==> config.mk <==
export PLATFORM = sky130hd
export DESIGN_NAME = alu_share_arbiter
export DESIGN_NICKNAME = d
export VERILOG_FILES = /design/src/rtl/alu_pkg.sv /design/src/rtl/alu_share_arbiter_rr_arbiter.sv /design/src/rtl/alu_share_arbiter.sv
export SDC_FILE = /design/constraint.sdc
export NUM_CORES = 1
export LEC_CHECK = 0
export BUFFER_PORTS_ARGS = -buffer_cell sky130_fd_sc_hd__buf_4
export CORE_AREA = 2 2 108 110
export CTS_CLUSTER_DIAMETER = 30
export DETAILED_ROUTE_END_ITERATION = 6
export DIE_AREA = 0 0 110 112
export PLACE_DENSITY = 0.54
export SETUP_SLACK_MARGIN = 0.02
export SLEW_MARGIN = 25
export SYNTH_ARGS = -nofsm -noshare
export SYNTH_HDL_FRONTEND = slang
export SYNTH_SLANG_ARGS = --single-unit
==> constraint.sdc <==
create_clock -name clk -period 2.1 [get_ports clk]
set_input_delay 0.42 -clock clk [delete_from_list [all_inputs] [get_ports clk]]
set_output_delay 0.42 -clock clk [all_outputs]
set_load 0.1 [all_outputs]
==> src/rtl/alu_pkg.sv <==
// Shared ALU definitions: opcode encodings, opcode type and arbiter FSM states.
package alu_pkg;

  localparam logic [3:0] ALU_AND = 4'b0000;
  localparam logic [3:0] ALU_OR  = 4'b0001;
  localparam logic [3:0] ALU_ADD = 4'b0010;
  localparam logic [3:0] ALU_SUB = 4'b0011;
  localparam logic [3:0] ALU_XOR = 4'b0100;
  localparam logic [3:0] ALU_EQ  = 4'b1000;
  localparam logic [3:0] ALU_SLT = 4'b1100;

  typedef logic [3:0] alu_op_t;

  // IDLE: response register empty; FULL: response register holds a result.
  typedef enum logic [0:0] {
    IDLE = 1'b0,
    FULL = 1'b1
  } arb_state_t;

endpackage

==> src/rtl/alu_share_arbiter_rr_arbiter.sv <==
// Combinational round-robin picker.
// Ports: req (request vector), ptr (highest-priority index), en (allow any grant),
//        gnt (one-hot grant), gnt_idx (binary index of the grant, 0 when none).
module rr_arbiter #(
  parameter  int unsigned N  = 2,
  localparam int unsigned IW = $clog2(N)
) (
  input  logic [N-1:0]  req,
  input  logic [IW-1:0] ptr,
  input  logic          en,
  output logic [N-1:0]  gnt,
  output logic [IW-1:0] gnt_idx
);

  logic found;

  // First pass covers ptr..N-1, second pass wraps to 0..ptr-1.
  always_comb begin
    gnt     = '0;
    gnt_idx = '0;
    found   = 1'b0;
    for (int unsigned i = 0; i < N; i++) begin
      if (en && !found && req[i] && (IW'(i) >= ptr)) begin
        gnt[i]  = 1'b1;
        gnt_idx = IW'(i);
        found   = 1'b1;
      end
    end
    for (int unsigned i = 0; i < N; i++) begin
      if (en && !found && req[i] && (IW'(i) < ptr)) begin
        gnt[i]  = 1'b1;
        gnt_idx = IW'(i);
        found   = 1'b1;
      end
    end
  end

endmodule

==> src/rtl/alu_share_arbiter.sv <==
// Shares one combinational ALU among NUM_REQ requesters with round-robin arbitration.
// Ports: clk/reset (async active-high); req_valid/req_ready/req_srca/req_srcb/req_op
//        per-requester request side; alu_srca/alu_srcb/alu_op/alu_result ALU side;
//        rsp_valid/rsp_ready/rsp_id/rsp_result single registered response.
module alu_share_arbiter
  import alu_pkg::*;
#(
  parameter  int unsigned DATA_WIDTH    = 32,
  parameter  int unsigned OPCODE_LENGTH = 4,
  parameter  int unsigned NUM_REQ       = 2,
  localparam int unsigned ID_W          = $clog2(NUM_REQ)
) (
  input  logic                              clk,
  input  logic                              reset,
  input  logic [NUM_REQ-1:0]                req_valid,
  output logic [NUM_REQ-1:0]                req_ready,
  input  logic [NUM_REQ*DATA_WIDTH-1:0]     req_srca,
  input  logic [NUM_REQ*DATA_WIDTH-1:0]     req_srcb,
  input  logic [NUM_REQ*OPCODE_LENGTH-1:0]  req_op,
  output logic [DATA_WIDTH-1:0]             alu_srca,
  output logic [DATA_WIDTH-1:0]             alu_srcb,
  output logic [OPCODE_LENGTH-1:0]          alu_op,
  input  logic [DATA_WIDTH-1:0]             alu_result,
  output logic                              rsp_valid,
  input  logic                              rsp_ready,
  output logic [ID_W-1:0]                   rsp_id,
  output logic [DATA_WIDTH-1:0]             rsp_result
);

  arb_state_t              state_q, state_d;
  logic [ID_W-1:0]         rr_ptr_q, rr_ptr_d;
  logic [ID_W-1:0]         rsp_id_q, rsp_id_d;
  logic [DATA_WIDTH-1:0]   rsp_result_q, rsp_result_d;
  logic [NUM_REQ-1:0]      gnt_c;
  logic [ID_W-1:0]         gnt_idx_c;
  logic                    slot_free_c;
  logic                    arb_en_c;
  logic                    grant_c;

  assign rsp_valid  = (state_q == FULL);
  assign rsp_id     = rsp_id_q;
  assign rsp_result = rsp_result_q;

  // Pass-through slot: a response leaving this cycle frees room for a new one.
  assign slot_free_c = !rsp_valid || rsp_ready;
  assign arb_en_c    = slot_free_c && !reset;

  rr_arbiter #(.N(NUM_REQ)) u_rr (
    .req     (req_valid),
    .ptr     (rr_ptr_q),
    .en      (arb_en_c),
    .gnt     (gnt_c),
    .gnt_idx (gnt_idx_c)
  );

  assign grant_c   = |gnt_c;
  assign req_ready = gnt_c;

  // Operand mux; requester 0 is driven when nothing is granted (don't-care).
  always_comb begin
    alu_srca = req_srca[DATA_WIDTH-1:0];
    alu_srcb = req_srcb[DATA_WIDTH-1:0];
    alu_op   = req_op[OPCODE_LENGTH-1:0];
    for (int unsigned i = 1; i < NUM_REQ; i++) begin
      if (gnt_c[i]) begin
        alu_srca = req_srca[i*DATA_WIDTH +: DATA_WIDTH];
        alu_srcb = req_srcb[i*DATA_WIDTH +: DATA_WIDTH];
        alu_op   = req_op[i*OPCODE_LENGTH +: OPCODE_LENGTH];
      end
    end
  end

  // Next state, response capture and round-robin pointer update.
  always_comb begin
    state_d      = state_q;
    rr_ptr_d     = rr_ptr_q;
    rsp_id_d     = rsp_id_q;
    rsp_result_d = rsp_result_q;
    if (grant_c) begin
      state_d      = FULL;
      rsp_id_d     = gnt_idx_c;
      rsp_result_d = alu_result;
      rr_ptr_d     = (gnt_idx_c == ID_W'(NUM_REQ - 1)) ? '0 : gnt_idx_c + ID_W'(1);
    end else begin
      case (state_q)
        IDLE:    state_d = IDLE;
        FULL:    state_d = rsp_ready ? IDLE : FULL;
        default: state_d = IDLE;
      endcase
    end
  end

  always_ff @(posedge clk or posedge reset) begin
    if (reset) begin
      state_q      <= IDLE;
      rr_ptr_q     <= '0;
      rsp_id_q     <= '0;
      rsp_result_q <= '0;
    end else begin
      state_q      <= state_d;
      rr_ptr_q     <= rr_ptr_d;
      rsp_id_q     <= rsp_id_d;
      rsp_result_q <= rsp_result_d;
    end
  end

endmodule

# After elaboration in Yosys (flattened, before gate mapping)
# Cells that the tools add are included.
dict set report totals {
  word_cells 44
  output_inout_bits 104
  in_bits 173
  ff_bits 35
}
dict set report classes {
  n_mux 15
  add_sub_neg 1
  order_cmp 4
  bitwise_logic 1
  reduce_logical 19
}
# cell count
set op_table {}
lappend op_table {{$mux W32} 2}
lappend op_table {{$logic_and A1 B1 Y1} 12}
lappend op_table {{$mux W1} 11}
lappend op_table {{$logic_not A1 Y1} 5}
lappend op_table {{$mux W4} 1}
lappend op_table {{$ge A1 B1 Y1 const A} 2}
lappend op_table {{$lt A1 B1 Y1 const A} 2}
lappend op_table {{$pmux W1 S2} 1}
lappend op_table {{$reduce_or A2 Y1} 1}
lappend op_table {{$add A1 B1 Y1 const B} 1}
lappend op_table {{$logic_or A1 B1 Y1} 1}
lappend op_table {{$not A1 Y1} 1}

# Depth between registers and ports, before layout
# Gate-level depths: netlist of run 1.
dict set report depth {
  word_depth 23
  mapped_depth 4
  mapped_depth_nobuf 3
}

# By module
# A second synthesis of run 1 with hierarchy kept.
dict set report hier_totals {
  cells_unflattened 160
  area_unflattened_um2 2429.8
}
# module instances seq_area_each_um2 cells_per_inst area_per_inst_um2
set modules_own_cells {}
lappend modules_own_cells {alu_share_arbiter 1 875.8 154 2403.6}
lappend modules_own_cells {rr_arbiter 1 0.0 6 26.3}

# Worst setup path before layout of run 1
# No wires, ideal clock.
dict set report synth_path {
  kind {input -> output}
  startpoint {in reset}
  endpoint {out req_ready[0]}
  path_buffers 0
  required_time_ns 1.680
  stages 3
  arrival_ns 2.913
  setup_slack_ns -1.233
  cell_sequence {inv_1 -> nand3_1 -> a21oi_1}
}
dict set report synth_via {
  elab_chain_len 15
}
# element line_no
set synth_rtl {}
lappend synth_rtl {{start: declaration} alu_share_arbiter.sv:14} ;# input logic reset,
lappend synth_rtl {{$logic_not A1 Y1 (no line) (*)} --}
lappend synth_rtl {{$logic_and A1 B1 Y1 (*)} alu_share_arbiter.sv:46} ;# assign arb_en_c = slot_free_c && !reset;
lappend synth_rtl {{$logic_and A1 B1 Y1 (2 in series)} alu_share_arbiter_rr_arbiter.sv:23} ;# if (en && !found && req[i] && (IW'(i) >= ptr)) begin
lappend synth_rtl {{$mux W1} alu_share_arbiter_rr_arbiter.sv:23}
lappend synth_rtl {{$logic_not A1 Y1} alu_share_arbiter_rr_arbiter.sv:23}
lappend synth_rtl {{$logic_and A1 B1 Y1 (3 in series)} alu_share_arbiter_rr_arbiter.sv:23}
lappend synth_rtl {{$mux W1} alu_share_arbiter_rr_arbiter.sv:23}
lappend synth_rtl {{$logic_not A1 Y1} alu_share_arbiter_rr_arbiter.sv:30} ;# if (en && !found && req[i] && (IW'(i) < ptr)) begin
lappend synth_rtl {{$logic_and A1 B1 Y1 (3 in series)} alu_share_arbiter_rr_arbiter.sv:30}
lappend synth_rtl {{$mux W1 (*)} alu_share_arbiter_rr_arbiter.sv:30}
lappend synth_rtl {{end: declaration} alu_share_arbiter.sv:16} ;# output logic [NUM_REQ-1:0] req_ready,
# Mark *: on every way between the ends. The rest lies on a longest branch, timed or not.

# Worst setup path after layout of run 1
dict set report layout_path {
  startpoint {reg state_q, in the netlist rsp_valid}
  endpoint {out alu_srca[7]}
}
dict set report layout_via {
  elab_chain_len 22
  word_cells_on_any_way 23
  cone_classes {mux: 6; reduce/logical: 17}
}
# element line_no
set layout_rtl {}
lappend layout_rtl {{start: declaration} alu_share_arbiter.sv:30} ;# arb_state_t state_q, state_d;
lappend layout_rtl {{start signal: assignment} alu_share_arbiter.sv:100} ;# state_q <= state_d;
lappend layout_rtl {{$logic_not A1 Y1 (*)} alu_share_arbiter.sv:45} ;# assign slot_free_c = !rsp_valid || rsp_ready;
lappend layout_rtl {{$logic_or A1 B1 Y1 (*)} alu_share_arbiter.sv:45}
lappend layout_rtl {{$logic_and A1 B1 Y1 (*)} alu_share_arbiter.sv:46}
lappend layout_rtl {{$logic_and A1 B1 Y1 (2 in series)} alu_share_arbiter_rr_arbiter.sv:23}
lappend layout_rtl {{$mux W1} alu_share_arbiter_rr_arbiter.sv:23}
lappend layout_rtl {{$logic_not A1 Y1} alu_share_arbiter_rr_arbiter.sv:23}
lappend layout_rtl {{$logic_and A1 B1 Y1 (3 in series)} alu_share_arbiter_rr_arbiter.sv:23}
lappend layout_rtl {{$mux W1} alu_share_arbiter_rr_arbiter.sv:23}
lappend layout_rtl {{$logic_not A1 Y1} alu_share_arbiter_rr_arbiter.sv:30}
lappend layout_rtl {{$logic_and A1 B1 Y1 (3 in series)} alu_share_arbiter_rr_arbiter.sv:30}
lappend layout_rtl {{$mux W1} alu_share_arbiter_rr_arbiter.sv:30}
lappend layout_rtl {{$logic_not A1 Y1} alu_share_arbiter_rr_arbiter.sv:30}
lappend layout_rtl {{$logic_and A1 B1 Y1 (3 in series)} alu_share_arbiter_rr_arbiter.sv:30}
lappend layout_rtl {{$mux W1 (*)} alu_share_arbiter_rr_arbiter.sv:30}
lappend layout_rtl {{$mux W32 (*)} alu_share_arbiter.sv:65} ;# if (gnt_c[i]) begin
lappend layout_rtl {{end: declaration} alu_share_arbiter.sv:20} ;# output logic [DATA_WIDTH-1:0] alu_srca,
# Marks and branches as above.

==> results.md, run 1 <==
- DP Worst Slack: -0.1761 ns
- Synth-to-layout area growth: 148.2%
- Clock period minus worst slack: 2.373 ns
- DRC viols: 0
- CP max-delay cell: dfrtp_4
- Routability congestion estimate from global placement: 0.7701
- Rel. slew slack: 68.84%
- Die width: roughly 110 um
- Starting Density: 19.57%
- Critical path's top delay family: buffers and inverters
- Storage element area: 879.6 um^2
- CP startpoint kind: flop
- Setup Viol. Count Final: just under 70
- Cells after DPL: 586
- Hold Crit Start: alu_result[29]
- Final Slew Violations: 0
- Failing checks: setup timing
- Seq cells post-synth: 35
- Fin. Hold Viols: 0
- Vias per cell: about 4.1
- CTS H-tree lvls: 2
- Reg2reg path depth: 5
- Synth unique cells: 15
- Via count: 2,463
- FF-to-FF Start: rsp_valid$_DFF_PP0_
- DRT iter0 DRCs: 93
- Critical Path End Type: output pin
- Clk Latency, worst-skew pair: 0.28 ns
- Die height: 112 um
- Num ports: approximately 280
- Flop-to-flop setup slack: 0.45 ns
- NumNets Final: 623
- P per Cell Area: 844.2 nW/um^2
- Post-Route WL: just over 10 mm
- Final global-route overflow total: 0
- Clk sink count: 35
- Die area: 12,320 um^2
- Outcome: complete, but fails checks
- First-pass GRT wire length: 14.63 mm
- Most common cell after layout, fill and taps aside: buf_4
- Clock buffer depth: 2
- Placement Rows: 39
- CTS tree: yes
- Bufs and invs on worst path: 3
- Layout cell share with drive strength beyond 1: between 90% and 100%
- Mapped Nets: 332
- Post-layout util: around 49%
- Average routed wire per standard cell: 17.41 um
- Core area: approximately 11,000 um^2
- Most frequent CP cell: buf_12
- Area of the multi-input gates: 1381 um^2
- Hold Crit Class: input port to flop
- Crit-path max cell delay: 0.47 ns
- Required time of the worst setup path: 1.68 ns
- Worst-path maximum fanout: 15
- Fin cells: 594
- Clock transition at the registers of the reported paths: 0.05 ns
- Ys Warns: 0
- Hold Worst Slack: approximately 0.36 ns
- Critical path, cell by cell: nor2b_4 > nor3_4 > buf_12 > buf_12 > mux2_2 > buf_8
- Global Route Usage Sum: 15.69%
- Crit path kind: flop to output pin
- R2r endpoint: rsp_result[31]$_DFFE_PP0P_
- Setup WS post-layout: -0.2728 ns
- DRT antenna net count: 0
- Max cap viols: 0
- Largest net degree at the start of global routing: 36
- Num CTS Buffers: 5
- WP data arrival: ~2.0 ns
- Synthesized area: 2187 um^2
- Commonest cells after routing, fill and taps aside: 219 x buf_4, 60 x mux2_2, 38 x mux2_4
- Number of global-route vias before repair: 2,635
- Lkg Pwr: 0.002660 uW
- Fill cell count: 1,015
- Sequential fraction of the synthesis area: 40.05%
- Syn_area_per_cell: 13.76 um^2
- Clock Skews: 0.004504 ns
- Root Driver: clkbuf_16
- Synth Instances: 159
- Least-Margin Pin Slew: 0.4673 ns
- Period utilization: 113.0%
- Max VDD drop: 0.6074 mV
- DP HPWL: 8.561 mm
- RSZ-0062 raised after global routing: true
- Worst Hold End: rsp_result[29]$_DFFE_PP0P_
- Setup TNS: -15.21 ns
- Pre-antenna DRT Iters: 4
- Initial antenna violation count: 1
- Fmax: roughly 420 MHz
- Hold path depth: 2
- Port bufs: 276
[area by class of cell]
type / instances / area share (%)
Antenna cell: 1 / 0.04609
Clock buffer: 5 / 2.305
Clock inverter: 2 / 0.2535
Inverter: 1 / 0.1383
Multi-Input combinational cell: 113 / 25.44
Sequential cell: 35 / 16.20
Tap cell: 143 / 3.296
Timing Repair Buffer: 294 / 52.32
[routing by layer]
metal / vias up / share of wire, % / GRT usage [%]
li1: 1162 / - / -
met1: 1165 / 34 / 17.28
met2: 127 / 54 / 29.08
met3: 9 / 10 / 5.445
met4: 0 / 1.2 / 2.278
met5: - / 0 / 0
[stage by stage]
step / cell area, um^2 / total power (uW)
6_report: 5429 / 4583
5_1_grt: 5426 / 4738
4_1_cts: 5389 / 4618
3_5_place_dp: 4717 / 3685
3_3_place_gp: 4717 / 3672
2_1_floorplan: 2360 / 2989
[how the worst max path moves through the flow]
stage                             start      endpoint  depth (start not counted)
floorplan           rsp_valid$_DFF_PP0_  alu_srcb[10]                          4
CTS                 rsp_valid$_DFF_PP0_   alu_srcb[9]                          6
finish              rsp_valid$_DFF_PP0_   alu_srca[7]                          6
global route        rsp_valid$_DFF_PP0_   alu_srca[4]                          6
global placement                  reset   alu_srca[7]                          7
detailed placement                reset   alu_srca[5]                          7
[logic make-up after synthesis]
logic type             after synthesis  share of synthesized area [%]
and+or+nand+nor                      8                          2.746
AOI/OAI and AO/OA                    5                          1.258
buffers and inverters               11                          4.462
muxes                              100                          51.49
DFF                                 35                          40.05
[power by group]
part	leakage (uW)	switching (uW)	total (uW)	internal, uW
logic	0.00218	2060	3020	960
clock network	0.0000697	265	697	432
registers	0.000410	65.6	864	798
total	0.00266	2390	4580	2190
[flip-flops by register name, summed over array words and instances, names as in the netlist]
register and flops:
rsp_valid 1, rsp_result 32, rsp_id 1, rr_ptr_q 1
[Yosys cell counts, drive strengths merged]
cell type    n  area [um^2]
a21o         1        7.510
mux2       100         1126
nor2         1        3.750
nand3        1        5.000
dfrtp       35        875.8
buf         10        93.84
a21oi        1        5.000
nor3         2        26.28
nor2b        2        12.51
inv          1        3.750
nand2b       2        12.51
o21ai        3        15.01
[what timing repair did]
action,4_1_cts,5_1_grt
resized for setup,132,10
setup endpoints to repair,68,69
hold buffers,0,0
buffers inserted,0,0
Power figures use the tool's default switching activity.
==> inputs of run 2 (changes only) <==
--- a/config.mk
+++ b/config.mk
@@ -6,11 +6,11 @@
 export NUM_CORES = 1
 export LEC_CHECK = 0
 export BUFFER_PORTS_ARGS = -buffer_cell sky130_fd_sc_hd__buf_4
-export CORE_AREA = 2 2 108 110
+export CORE_AREA = 2 2 107 109
 export CTS_CLUSTER_DIAMETER = 30
 export DETAILED_ROUTE_END_ITERATION = 6
-export DIE_AREA = 0 0 110 112
-export PLACE_DENSITY = 0.54
+export DIE_AREA = 0 0 109 111
+export PLACE_DENSITY = 0.57
 export SETUP_SLACK_MARGIN = 0.02
 export SLEW_MARGIN = 25
 export SYNTH_ARGS = -nofsm -noshare
==> constraint.sdc (replaced) <==
create_clock -name clk -period 2 [get_ports clk]
set_input_delay 0.4 -clock clk [delete_from_list [all_inputs] [get_ports clk]]
set_output_delay 0.4 -clock clk [all_outputs]
set_load 0.1 [all_outputs]
==> results.md, run 2 (synthesis results as in run 1) <==
- Outcome: complete, but fails checks
- Failing checks: setup timing
- RSZ-0062 raised after global routing: true
- Die area: 12,100 um^2 (-1.8%)
- Worst-path maximum fanout: 15 (unchanged)
- Required time of the worst setup path: 1.60 ns (-0.08 ns)
- Top layer in use: met4
- Least-Margin Pin Slew: 0.4657 ns (-0.001602 ns)
- Max cap viols: 0 (unchanged)
- CTS tree: yes
- Met2 Wirelength: 5.500 mm (-1.7%)
- DRC viols: 0 (unchanged)
- Pwr Total: 4862 uW (+6.1%)
- Routability congestion estimate from global placement: 0.7830 (+1.7%)
- Setup Viol. Count Final: 68 (unchanged)
- Most common cell after layout, fill and taps aside: buf_4
- Placement Rows: 39 (unchanged)
- Critical Path End Type: output pin
- WL met3: 878 um (-17%)
- CP max-delay cell: dfrtp_4
- Hold Worst Slack: 0.3456 ns (-0.01486 ns)
- Fill cell count: 979 (-3.5%)
- Lkg Pwr: 0.002675 uW (+0.57%)
- Clock period minus worst slack: roughly 2.3 ns
- DP HPWL: 8.233 mm (-3.8%)
- Metal1 wirelength: 3.661 mm (+2.7%)
- Fmax: 428.6 MHz
- WP data arrival: 1.93 ns (-0.02 ns)
- Layout cell share with drive strength beyond 1: 90.02% (about the same)
- Die width: 109 um (-0.91%)
- Post-layout util: 49.62% (+1.0 points)
- Clk sink count: 35 (unchanged)
- Initial antenna violation count: 0 (-1)
- Cells after DPL: 582 (-0.68%)
- Rel. slew slack: 68.95% (+0.11 points)
- Num ports: 277 (unchanged)
- Critical path's top delay family: buffers and inverters
- Setup TNS: -19.37 ns (-4.155 ns)
- DRT iter0 DRCs: 84 (-9.7%)
- Core area: 11,080 um^2 (-0.87%)
- Post-Route WL: 10.22 mm (-1.2%)
- Global Route Usage Sum: 15.95% (+0.26 points)
- Synth-to-layout area growth: 151.3%
- Ant. Diodes: 0 (-1)
- Bufs and invs on worst path: 3 (unchanged)
- First-pass GRT wire length: 14.81 mm (+1.2%)
- Fin. Hold Viols: 0 (unchanged)
- Vias per cell: 4.165 (+0.45%)
- Commonest cells after routing, fill and taps aside: 216 x buf_4, 63 x mux2_2, 42 x buf_12
- Fin cells: 594 (unchanged)
- NumNets Final: 623 (unchanged)
- Pre-antenna DRT Iters: 4 (unchanged)
- Final global-route overflow total: 0 (unchanged)
- Setup WS post-layout: -0.3330 ns (-0.06018 ns)
- Clk Latency, worst-skew pair: 0.27 ns (about the same)
- Area of the multi-input gates: 1375 um^2 (-0.45%)
- Hold Crit Class: input port to flop
- Final Slew Violations: 0 (unchanged)
- Most frequent CP cell: buf_6
- CP startpoint kind: flop
- Crit path kind: flop to output pin
- Port bufs: 276 (unchanged)
- Average routed wire per standard cell: 17.21 um (-1.2%)
- Root Driver: clkbuf_16
- Max reg flops: 32 (unchanged)
- Via count: 2,474 (+0.45%)
- Largest net degree at the start of global routing: 36 (unchanged)
- Storage element area: 879.6 um^2 (unchanged)
- Critical path, cell by cell: nor2b_4 > nor3_4 > buf_6 > buf_12 > mux2_2 > buf_6
- P per Cell Area: 884.6 nW/um^2 (+4.8%)
- Num CTS Buffers: 5 (unchanged)
- Max VDD drop: 0.5043 mV (-17%)
- Starting Density: 19.74% (+0.17 points)
- Clock Skews: 0.004911 ns (+0.0004067 ns)
- CTS H-tree lvls: 2 (unchanged)
- Clock buffer depth: 2 (unchanged)
- Crit-path max cell delay: 0.47 ns (about the same)
- Clock transition at the registers of the reported paths: 0.06 ns (about the same)
- # hold bufs at CTS: 0 (unchanged)
- DRT antenna net count: 0 (unchanged)
- Die height: 111 um (-0.89%)
- Period utilization: 116.6%
- Number of global-route vias before repair: 2,592 (-1.6%)
## run 2: cell type report
type / count / area share (%)
tap: 143 / 3.255
clock inverter: 2 / 0.2504
multi-input combinational: 113 / 25.02
timing repair buffer: 294 / 52.99
inverter: 1 / 0.1366
sequential: 35 / 16.00
clock buffer: 6 / 2.345
## run 2: what timing repair did
action | in CTS | in global routing
cloned | 1 | 1
pin swaps | 1 | 0
buffers inserted | 1 | 1
endpoints found under the setup margin | 70 | 70
resized for setup | 152 | 5
## run 2: per-stage QoR
step | worst slack, ns | cell area [um^2]
2_1_floorplan | -0.3331 | 2337
5_1_grt | -0.4224 | 5497
6_report | -0.3330 | 5497
3_3_place_gp | -0.2880 | 4652
4_1_cts | -0.3612 | 5444
3_5_place_dp | -0.3147 | 4652
## run 2: final timing paths
check	from	end	slack (ns)	depth (start not counted)
worst max-delay path	rsp_valid$_DFF_PP0_	alu_srca[16]	-0.33	6
worst min-delay path	alu_result[29]	rsp_result[29]$_DFFE_PP0P_	0.35	2
worst max register to register	rsp_valid$_DFF_PP0_	rsp_result[31]$_DFFE_PP0P_	0.21	6
worst min register to register	rsp_result[29]$_DFFE_PP0P_	rsp_result[29]$_DFFE_PP0P_	0.49	1
max in group asynchronous	reset	rsp_valid$_DFF_PP0_	1.22	4
min in group asynchronous	reset	rsp_valid$_DFF_PP0_	0.42	4
## run 2: worst register-to-register path, delay by kind of cell (launching register included)
kind | cells | cell delay [ns]
simple gates | 2 | 0.33
buf+inv | 3 | 0.48
flops | 1 | 0.47
mux | 1 | 0.39
## run 2: routing by layer
metal | global-route usage, % | up-vias
met2 | 29.77 | 132
met3 | 4.762 | 14
met4 | 3.761 | 0
met1 | 17.23 | 1163
li1 | - | 1165
met5 | 0 | -
## run 2: report_power, final
group	switching, uW	total [uW]	internal [uW]	leakage (uW)
sequential	65.1	903	838	0.000410
combinational	2180	3210	1030	0.00219
clock	291	753	462	0.0000708
total	2530	4860	2330	0.00268
